<file path="config.mk">
export PLATFORM = sky130hd
export DESIGN_NAME = fft384_twiddle_mult
export DESIGN_NICKNAME = d
export VERILOG_FILES = /design/src/rtl/fft384_pkg.sv /design/src/rtl/cmult_rnd_sat.sv /design/src/rtl/fft384_twiddle_mult.sv
export SDC_FILE = /design/constraint.sdc
export NUM_CORES = 2
export LEC_CHECK = 0
export CORE_MARGIN = 2
export CORE_UTILIZATION = 59
export CTS_BUF_LIST = sky130_fd_sc_hd__clkbuf_4
export DETAILED_ROUTE_END_ITERATION = 16
export PLACE_DENSITY = 0.88
export SYNTH_ARGS = -nofsm -noshare
export SYNTH_HDL_FRONTEND = slang
export SYNTH_SLANG_ARGS = --single-unit
</file>
<file path="constraint.sdc">
create_clock -name clk -period 13 [get_ports clk]
set_clock_uncertainty 0.1 [all_clocks]
set_input_delay 1.95 -clock clk [delete_from_list [all_inputs] [get_ports clk]]
set_output_delay 1.95 -clock clk [all_outputs]
set_load 0.01 [all_outputs]
</file>
<file path="src/rtl/fft384_pkg.sv">
// Shared constants and width rules for the 384-point FFT twiddle-multiply stage.
// Twiddles are Q2.14: sign, one integer bit, fourteen fraction bits.
package fft384_pkg;

  localparam int unsigned N_PT  = 384;
  localparam int unsigned CNT_W = 9;

  localparam logic [15:0] ONE   = 16'h4000;
  localparam logic [15:0] M_ONE = 16'hC000;
  localparam logic [15:0] C45   = 16'h2D41;

  // A full-precision data x twiddle product.
  function automatic int unsigned prod_w(input int unsigned d_w, input int unsigned tw_w);
    return d_w + tw_w;
  endfunction

  // Sum or difference of two products needs one extra bit.
  function automatic int unsigned sum_w(input int unsigned d_w, input int unsigned tw_w);
    return d_w + tw_w + 1;
  endfunction

endpackage

</file>
<file path="src/rtl/cmult_rnd_sat.sv">
// Two-stage complex multiply: registered partial products, then
// combine, round half up, saturate, and register back to data width.
module cmult_rnd_sat
  import fft384_pkg::*;
#(
  parameter int unsigned D_W  = 16,
  parameter int unsigned TW_W = 16,
  parameter int unsigned FRAC = 14
) (
  input  logic                   clk,
  input  logic                   n_rst,
  input  logic                   vld_i,
  input  logic                   sop_i,
  input  logic signed [D_W-1:0]  re_i,
  input  logic signed [D_W-1:0]  im_i,
  input  logic signed [TW_W-1:0] cos_i,
  input  logic signed [TW_W-1:0] sin_i,
  output logic                   vld_o,
  output logic                   sop_o,
  output logic signed [D_W-1:0]  re_o,
  output logic signed [D_W-1:0]  im_o
);

  localparam int unsigned PW = prod_w(D_W, TW_W);
  localparam int unsigned SW = sum_w(D_W, TW_W);
  localparam logic signed [SW-1:0] HALF = SW'(1) << (FRAC - 1);
  localparam logic signed [SW-1:0] MAXV = {{(SW-D_W+1){1'b0}}, {(D_W-1){1'b1}}};
  localparam logic signed [SW-1:0] MINV = ~MAXV;

  logic signed [PW-1:0] rc_q, ps_q, rs_q, pc_q;
  logic                 s1_vld_q, s1_sop_q;
  logic signed [SW-1:0] yr, yi, yr_sh, yi_sh;
  logic signed [D_W-1:0] re_d, im_d, re_q, im_q;
  logic                 vld_q, sop_q;

  function automatic logic signed [D_W-1:0] sat(input logic signed [SW-1:0] v);
    if (v > MAXV)      return MAXV[D_W-1:0];
    else if (v < MINV) return MINV[D_W-1:0];
    else               return v[D_W-1:0];
  endfunction

  always_ff @(posedge clk or negedge n_rst) begin
    if (!n_rst) begin
      rc_q     <= '0;
      ps_q     <= '0;
      rs_q     <= '0;
      pc_q     <= '0;
      s1_vld_q <= 1'b0;
      s1_sop_q <= 1'b0;
    end else begin
      rc_q     <= PW'(re_i) * PW'(cos_i);
      ps_q     <= PW'(im_i) * PW'(sin_i);
      rs_q     <= PW'(re_i) * PW'(sin_i);
      pc_q     <= PW'(im_i) * PW'(cos_i);
      s1_vld_q <= vld_i;
      s1_sop_q <= sop_i;
    end
  end

  // Arithmetic shift after adding HALF is floor((y + 2^(FRAC-1)) / 2^FRAC).
  always_comb begin
    yr    = SW'(rc_q) - SW'(ps_q);
    yi    = SW'(rs_q) + SW'(pc_q);
    yr_sh = (yr + HALF) >>> FRAC;
    yi_sh = (yi + HALF) >>> FRAC;
    re_d  = re_q;
    im_d  = im_q;
    if (s1_vld_q) begin
      re_d = sat(yr_sh);
      im_d = sat(yi_sh);
    end
  end

  always_ff @(posedge clk or negedge n_rst) begin
    if (!n_rst) begin
      re_q  <= '0;
      im_q  <= '0;
      vld_q <= 1'b0;
      sop_q <= 1'b0;
    end else begin
      re_q  <= re_d;
      im_q  <= im_d;
      vld_q <= s1_vld_q;
      sop_q <= s1_sop_q;
    end
  end

  assign re_o  = re_q;
  assign im_o  = im_q;
  assign vld_o = vld_q;
  assign sop_o = sop_q;

endmodule

</file>
<file path="src/rtl/fft384_twiddle_mult.sv">
// Twiddle-multiply stage: carrier counter driving the twiddle ROM, one-cycle
// sample delay to meet the ROM word, complex multiply, misalignment flag.
module fft384_twiddle_mult #(
  parameter int unsigned D_W  = 16,
  parameter int unsigned TW_W = 16,
  parameter int unsigned N_PT = 384,
  parameter int unsigned FRAC = 14
) (
  input  logic              clk,
  input  logic              n_rst,
  input  logic              din_vld,
  input  logic              din_sop,
  input  logic [D_W-1:0]    din_re,
  input  logic [D_W-1:0]    din_im,
  output logic [8:0]        rom_num,
  output logic              rom_vld,
  input  logic [2*TW_W-1:0] tw,
  input  logic              tw_vld,
  output logic              dout_vld,
  output logic              dout_sop,
  output logic [D_W-1:0]    dout_re,
  output logic [D_W-1:0]    dout_im,
  output logic              align_err
);
  import fft384_pkg::*;

  logic [CNT_W-1:0] cnt_q, cnt_d;
  logic             sop_err;
  logic             s0_vld_q, s0_sop_q, s0_serr_q;
  logic [D_W-1:0]   s0_re_q, s0_im_q;
  logic             align_err_q;

  // A sop always restarts the carrier index, even mid-frame.
  always_comb begin
    rom_num = din_sop ? '0 : cnt_q;
    cnt_d   = cnt_q;
    if (din_vld) begin
      cnt_d = (rom_num == CNT_W'(N_PT - 1)) ? '0 : rom_num + 1'b1;
    end
    sop_err = din_vld & din_sop & (cnt_q != '0);
  end

  assign rom_vld = din_vld;

  always_ff @(posedge clk or negedge n_rst) begin
    if (!n_rst) begin
      cnt_q       <= '0;
      s0_vld_q    <= 1'b0;
      s0_sop_q    <= 1'b0;
      s0_serr_q   <= 1'b0;
      s0_re_q     <= '0;
      s0_im_q     <= '0;
      align_err_q <= 1'b0;
    end else begin
      cnt_q       <= cnt_d;
      s0_vld_q    <= din_vld;
      s0_sop_q    <= din_sop & din_vld;
      s0_serr_q   <= sop_err;
      s0_re_q     <= din_re;
      s0_im_q     <= din_im;
      align_err_q <= s0_vld_q & (~tw_vld | s0_serr_q);
    end
  end

  assign align_err = align_err_q;

  cmult_rnd_sat #(
    .D_W  (D_W),
    .TW_W (TW_W),
    .FRAC (FRAC)
  ) u_cmult (
    .clk   (clk),
    .n_rst (n_rst),
    .vld_i (s0_vld_q),
    .sop_i (s0_sop_q),
    .re_i  (s0_re_q),
    .im_i  (s0_im_q),
    .cos_i (tw[2*TW_W-1:TW_W]),
    .sin_i (tw[TW_W-1:0]),
    .vld_o (dout_vld),
    .sop_o (dout_sop),
    .re_o  (dout_re),
    .im_o  (dout_im)
  );

endmodule

</file>
; Yosys cells after proc, flatten, opt, wreduce, memory -nomap -nowiden
; Index checks and enable logic that the tools add are counted.
[classes]
add_sub_neg = 5
multipliers = 4
shift = 0
div_mod_pow = 0
reduce_logical = 1
magnitude_cmp = 4
muxes = 6
n_bitwise = 5
eq_ne = 1
[op_table]
columns = cell, count
row1 = $mul 16x16->32, 4
row2 = $add 33x15->33 const B, 2
row3 = $mux 16, 4
row4 = $gt 19x16->1 const B, 2
row5 = $lt 19x16->1 const B, 2
row6 = $add 32x32->33, 1
row7 = $sub 32x32->33, 1
row8 = $mux 9, 2
row9 = $add 9x1->9 const B, 1
row10 = $eq 9x9->1 const B, 1
row11 = $reduce_bool 9->1, 1
row12 = $and 1x1->1, 3
row13 = $not 1->1, 1
row14 = $or 1x1->1, 1
[word_totals]
out_inout_bits = 45
memories = 0
elab_cells = 43
latchBits = 0
reg_bits = 209
mem_bits_ro = 0
ramBits = 0
inputBits = 69

; Depth between registers and ports, before layout
[depth]
ltp_word = 5
mapped_depth = 26
ltp_nobuf = 25

; Hierarchy
; From an unflattened synthesis, not the netlist that was laid out.
[unflattened]
cells_unflattened = 5056
hier_area_um2 = 48320.1
[modules_own_cells]
columns = module, cells_each, area_per_inst_um2, seq_area_each_um2, n_inst
row1 = cmult_rnd_sat, 4947, 46812.4, 4103.9, 1
row2 = fft384_twiddle_mult, 109, 1507.7, 1126.1, 1

; Worst setup path after synthesis
; OpenSTA, ideal clock, no wires.
[synth_path]
path_kind = input-to-reg
start = input port tw[17]
end = register u_cmult.rc_q[31]
required_time_ns = 12.820
arrival_time_ns = 8.069
slack_ns = 4.751
setup_time_ns = 0.080
path_stages = 23
path_buffers = 1
path_cell_list = clkbuf_1 nand2_1 inv_1 fa_1 fa_1 fa_1 fa_1 fa_1 inv_1 fa_1 inv_1 ha_1 a21o_1 a21o_1 a21oi_1 o21bai_1 a211o_1 a211o_1 a2111oi_2 nor3_1 or3_1 a21oi_1 xnor2_1
[synth_via]
elab_chain_cells = 1
[synth_lines]
columns = element, line_no
row1 = from (decl), fft384_twiddle_mult.sv:17  ; input logic [2*TW_W-1:0] tw,
row2 = $mul 16x16->32, cmult_rnd_sat.sv:51  ; rc_q <= PW'(re_i) * PW'(cos_i);
row3 = to (signal assigned), cmult_rnd_sat.sv:51
row4 = to (decl), cmult_rnd_sat.sv:30  ; logic signed [PW-1:0] rc_q, ps_q, rs_q, pc_q;
; Every way passes these cells.
; A chain may end at the register's enable or synchronous reset.

; Worst setup path in the final report
[layout_path]
start = input port tw[20]
end = register u_cmult.rc_q[31]
; Same word-level chain as after synthesis.

==> impl_metrics.toml <==
[clock_network]
clock-sinks = 209
htreeDepth = 3
cts_buffer_depth = 3
cts_root_buf = "clkbuf_4"
cts-buffers-inserted = 69
cts_tree = "yes"
postCtsSetupRepairBufs = 0
hold_buffers = 0
insertion_delay_ps = 850
cts.clk_slew.worst_paths_ps = 60
cts_resized = 0

[setup_path]
crit_fanout = 32
criticalPathCategory = "input pin to flop"
regToRegSetupSlack_ps = 5410
worst_r2r_endpoint = "u_cmult.ps_q[24]$_DFF_PN0_"
worstSetupStartpointType = "input pin"
slowest_stage = "clkdlybuf4s50_1"
worstPathCellList = "clkdlybuf4s50_1 -> nand2_1 -> fa_1 -> inv_1 -> fa_1 -> fa_1 -> fa_1 -> fa_1 -> inv_1 -> fa_1 -> inv_1 -> ha_1 -> nand3_1 -> nor2_1 -> a211o_1 -> a211o_1 -> a2111oi_2 -> nor3_1 -> or3_1 -> a21oi_1 -> xnor2_1"
crit_required_ps = 13660
path_buf_inv = 4
cp.arrival_ps = 9740
cp_common_cell = "fa_1"
critPathMaxStageDelay_ps = 1380
endpoint_kind = "flop"
rr_startpoint = "s0_im_q[3]$_DFF_PN0_"
cpLargestDelayFamily = "adder cells"
reg2reg_depth = 23

[place]
io_buffers = 113
gp_congestion = 0.896
dp_hpwl_mm = 86.5

[hold_path]
min_path_type = "flop to flop"
whs_endpoint = "u_cmult.sop_o$_DFF_PN0_"
whs_path_depth = 0
holdCritStartpoint = "u_cmult.s1_sop_q$_DFF_PN0_"

[die]
die_height_um = 291
die_w_um = 291
ios = 114
start_util = 0.594
core_area_mm2 = 0.0818
fp.dieArea_mm2 = 0.0848
rows = 105

[timing]
finalHoldViolCount = 0
slew_violations = 0
worstMarginPinSlew_ps = 1450
maxSlewHeadroom = 0.0273
layout_min_cycle_time_ps = 9080
clock.fmax_ghz = 0.110
fin_tns_setup_ps = 0
rsz0062_at_grt = "false"
fin_crit_sh = 0.698
setup_viol = 0

[logic_synthesis]
yosysWarnings = 0
synth.cell_area_mm2 = 0.0487
synth_edf_count = 0
ys_types = 78
yosysSeqAreaShare = 0.107
synth_area_per_cell_um2 = 9.50
ys_ff_latch = 209
synthCells = 5122
async_flop_share = 1.00
synth-main-ff-cell = "dfrtp_1"
syn_nets = 6690

[detailed_routing]
drt_wl_total_mm = 114
drc_errors = 0
drtIter0Drc = 2793
firstDrtPassIters = 14
vias = 35500
viasPerCell = 5.65
routedWlPerCell_um = 18.2
detail-route-antenna-nets = 0

[global_routing]
antenna_found_initial = 4
grt_pass1_vias = 39100
grt_max_degree = 90
grtUsageTotal = 0.285
grt_pass1_wl_mm = 194
grt-ovfl-total = 0

[outcome]
status = "complete, no violations"

[finish]
area_growth_pct = 6.10
layout-drive-gt1-share = 0.0409
fill_cells = 6150
num-nets-final = 6728

[job]
drv_cap = 0
cells in the mapped netlist (4+ instances only):
library cell	count	area [µm²]
inv_1	1202	4510
fa_1	1048	21000
nand2_1	545	2050
and2_1	502	3140
ha_1	451	5640
dfrtp_1	209	5230
clkbuf_1	201	754
nor2_1	150	563
xnor2_1	135	1180
a21oi_1	126	631
a21o_1	73	548
o21ai_0	58	290
xor2_1	36	315
nor3_1	34	170
nand2b_1	33	206
nand3_1	23	115
o21bai_1	23	173
o22ai_1	19	119
nor2b_1	16	100
o21a_1	15	113
or3_1	15	93.8
a211oi_1	14	105
a211o_1	12	105
a31oi_1	12	75.1
o211ai_1	12	90.1
a21oi_2	11	96.3
a31o_2	11	96.3
and3_1	11	68.8
nand4_1	9	56.3
or2_2	8	50.1
o31ai_1	7	52.6
a2111oi_0	5	43.8
a21boi_0	5	37.5
and4_1	5	43.8
nor4_1	5	31.3
o21ai_1	5	25.0
buf_1	4	15.0
o31a_1	4	35.0
state kept, by name (all words and copies together), names as in the netlist, 9 cells and up:
name / cells
u_cmult.rs_q: 32
cnt_q: 9
s0_re_q: 16
s0_im_q: 16
u_cmult.pc_q: 32
u_cmult.im_o: 16
u_cmult.ps_q: 32
u_cmult.re_o: 16
u_cmult.rc_q: 32
layout by cell type, fill, tap and decap left out, types with 5 or more instances in the layout:
cell	count
a31o_2	11
nand2b_1	33
clkinv_1	16
or3_1	15
a2111oi_0	5
fa_1	1048
nor4_1	5
o21ai_1	5
nand2_1	545
o21bai_1	23
o22ai_1	19
xor2_1	36
a21oi_1	126
a211oi_1	14
and3_1	11
xnor2_1	135
inv_1	1202
a211o_1	12
o21ai_0	58
a21boi_0	5
nor3_1	34
o211ai_1	12
a21o_1	73
o31ai_1	7
and2_1	502
dfrtp_1	208
and4_1	5
nand4_1	9
clkbuf_4	92
nor2b_1	16
o21a_1	15
nor2_1	150
buf_4	64
a31oi_1	12
or2_2	8
ha_1	451
nand3_1	23
a21oi_2	11
clkdlybuf4s50_1	112
how the worst max path moves through the flow:
stage	from	to	cells past startpoint
after floorplan	tw[17]	u_cmult.rc_q[31]$_DFF_PN0_	23
after global placement	tw[31]	u_cmult.rc_q[31]$_DFF_PN0_	24
after detailed placement	tw[20]	u_cmult.rc_q[31]$_DFF_PN0_	21
after CTS	tw[31]	u_cmult.rc_q[31]$_DFF_PN0_	24
after global routing	tw[21]	u_cmult.rc_q[31]$_DFF_PN0_	24
final	tw[20]	u_cmult.rc_q[31]$_DFF_PN0_	21
metal layers:
layer  share of wire  vias to the layer above  global-route usage
li1                -                    15400                   -
met1            0.37                    17900               0.368
met2            0.47                     1781               0.460
met3           0.095                      406              0.0573
met4           0.059                        2               0.146
met5        0.000096                        -                   0
metrics by stage:
stage	instances	cell area, µm²	worst slack (ps)	hold slack [ps]	utilization
finish	6278	51600	3920	247	0.631
global route	6278	51600	3770	280	0.631
CTS	6274	51600	4160	250	0.631
detailed placement	6159	50800	3300	238	0.621
global placement	6159	50800	3480	235	0.621
floorplan	5122	48700	4750	231	-
logic make-up (layout without fill, tap and decap cells):
logic type | after synthesis | count (layout) | synth area share
buffers and inverters | 1413 | 1495 | 0.109
muxes | 4 | 4 | 0.000849
xor gates and xnor gates | 171 | 171 | 0.0308
DFF | 209 | 209 | 0.107
adders and majority gates | 1500 | 1500 | 0.547
and+or+nand+nor | 1368 | 1368 | 0.140
other | 0 | 4 | 0
AOI/OAI and AO/OA | 457 | 457 | 0.0643
cell type report:
| class | instances | area [µm²] | share of cell area |
|---|---|---|---|
| clock inverters | 23 | 121 | 0.00235 |
| multi-input cells | 3500 | 38100 | 0.738 |
| well taps | 1070 | 1340 | 0.0259 |
| inverters | 1203 | 4520 | 0.0875 |
| clock buffers | 92 | 691 | 0.0134 |
| diodes | 4 | 10.0 | 0.000194 |
| flip-flops and latches | 209 | 5230 | 0.101 |
| repair buffers | 177 | 1620 | 0.0313 |
Power is not shown: default switching activity piles up to over one toggle a cycle in this logic, so the estimate is an artifact.
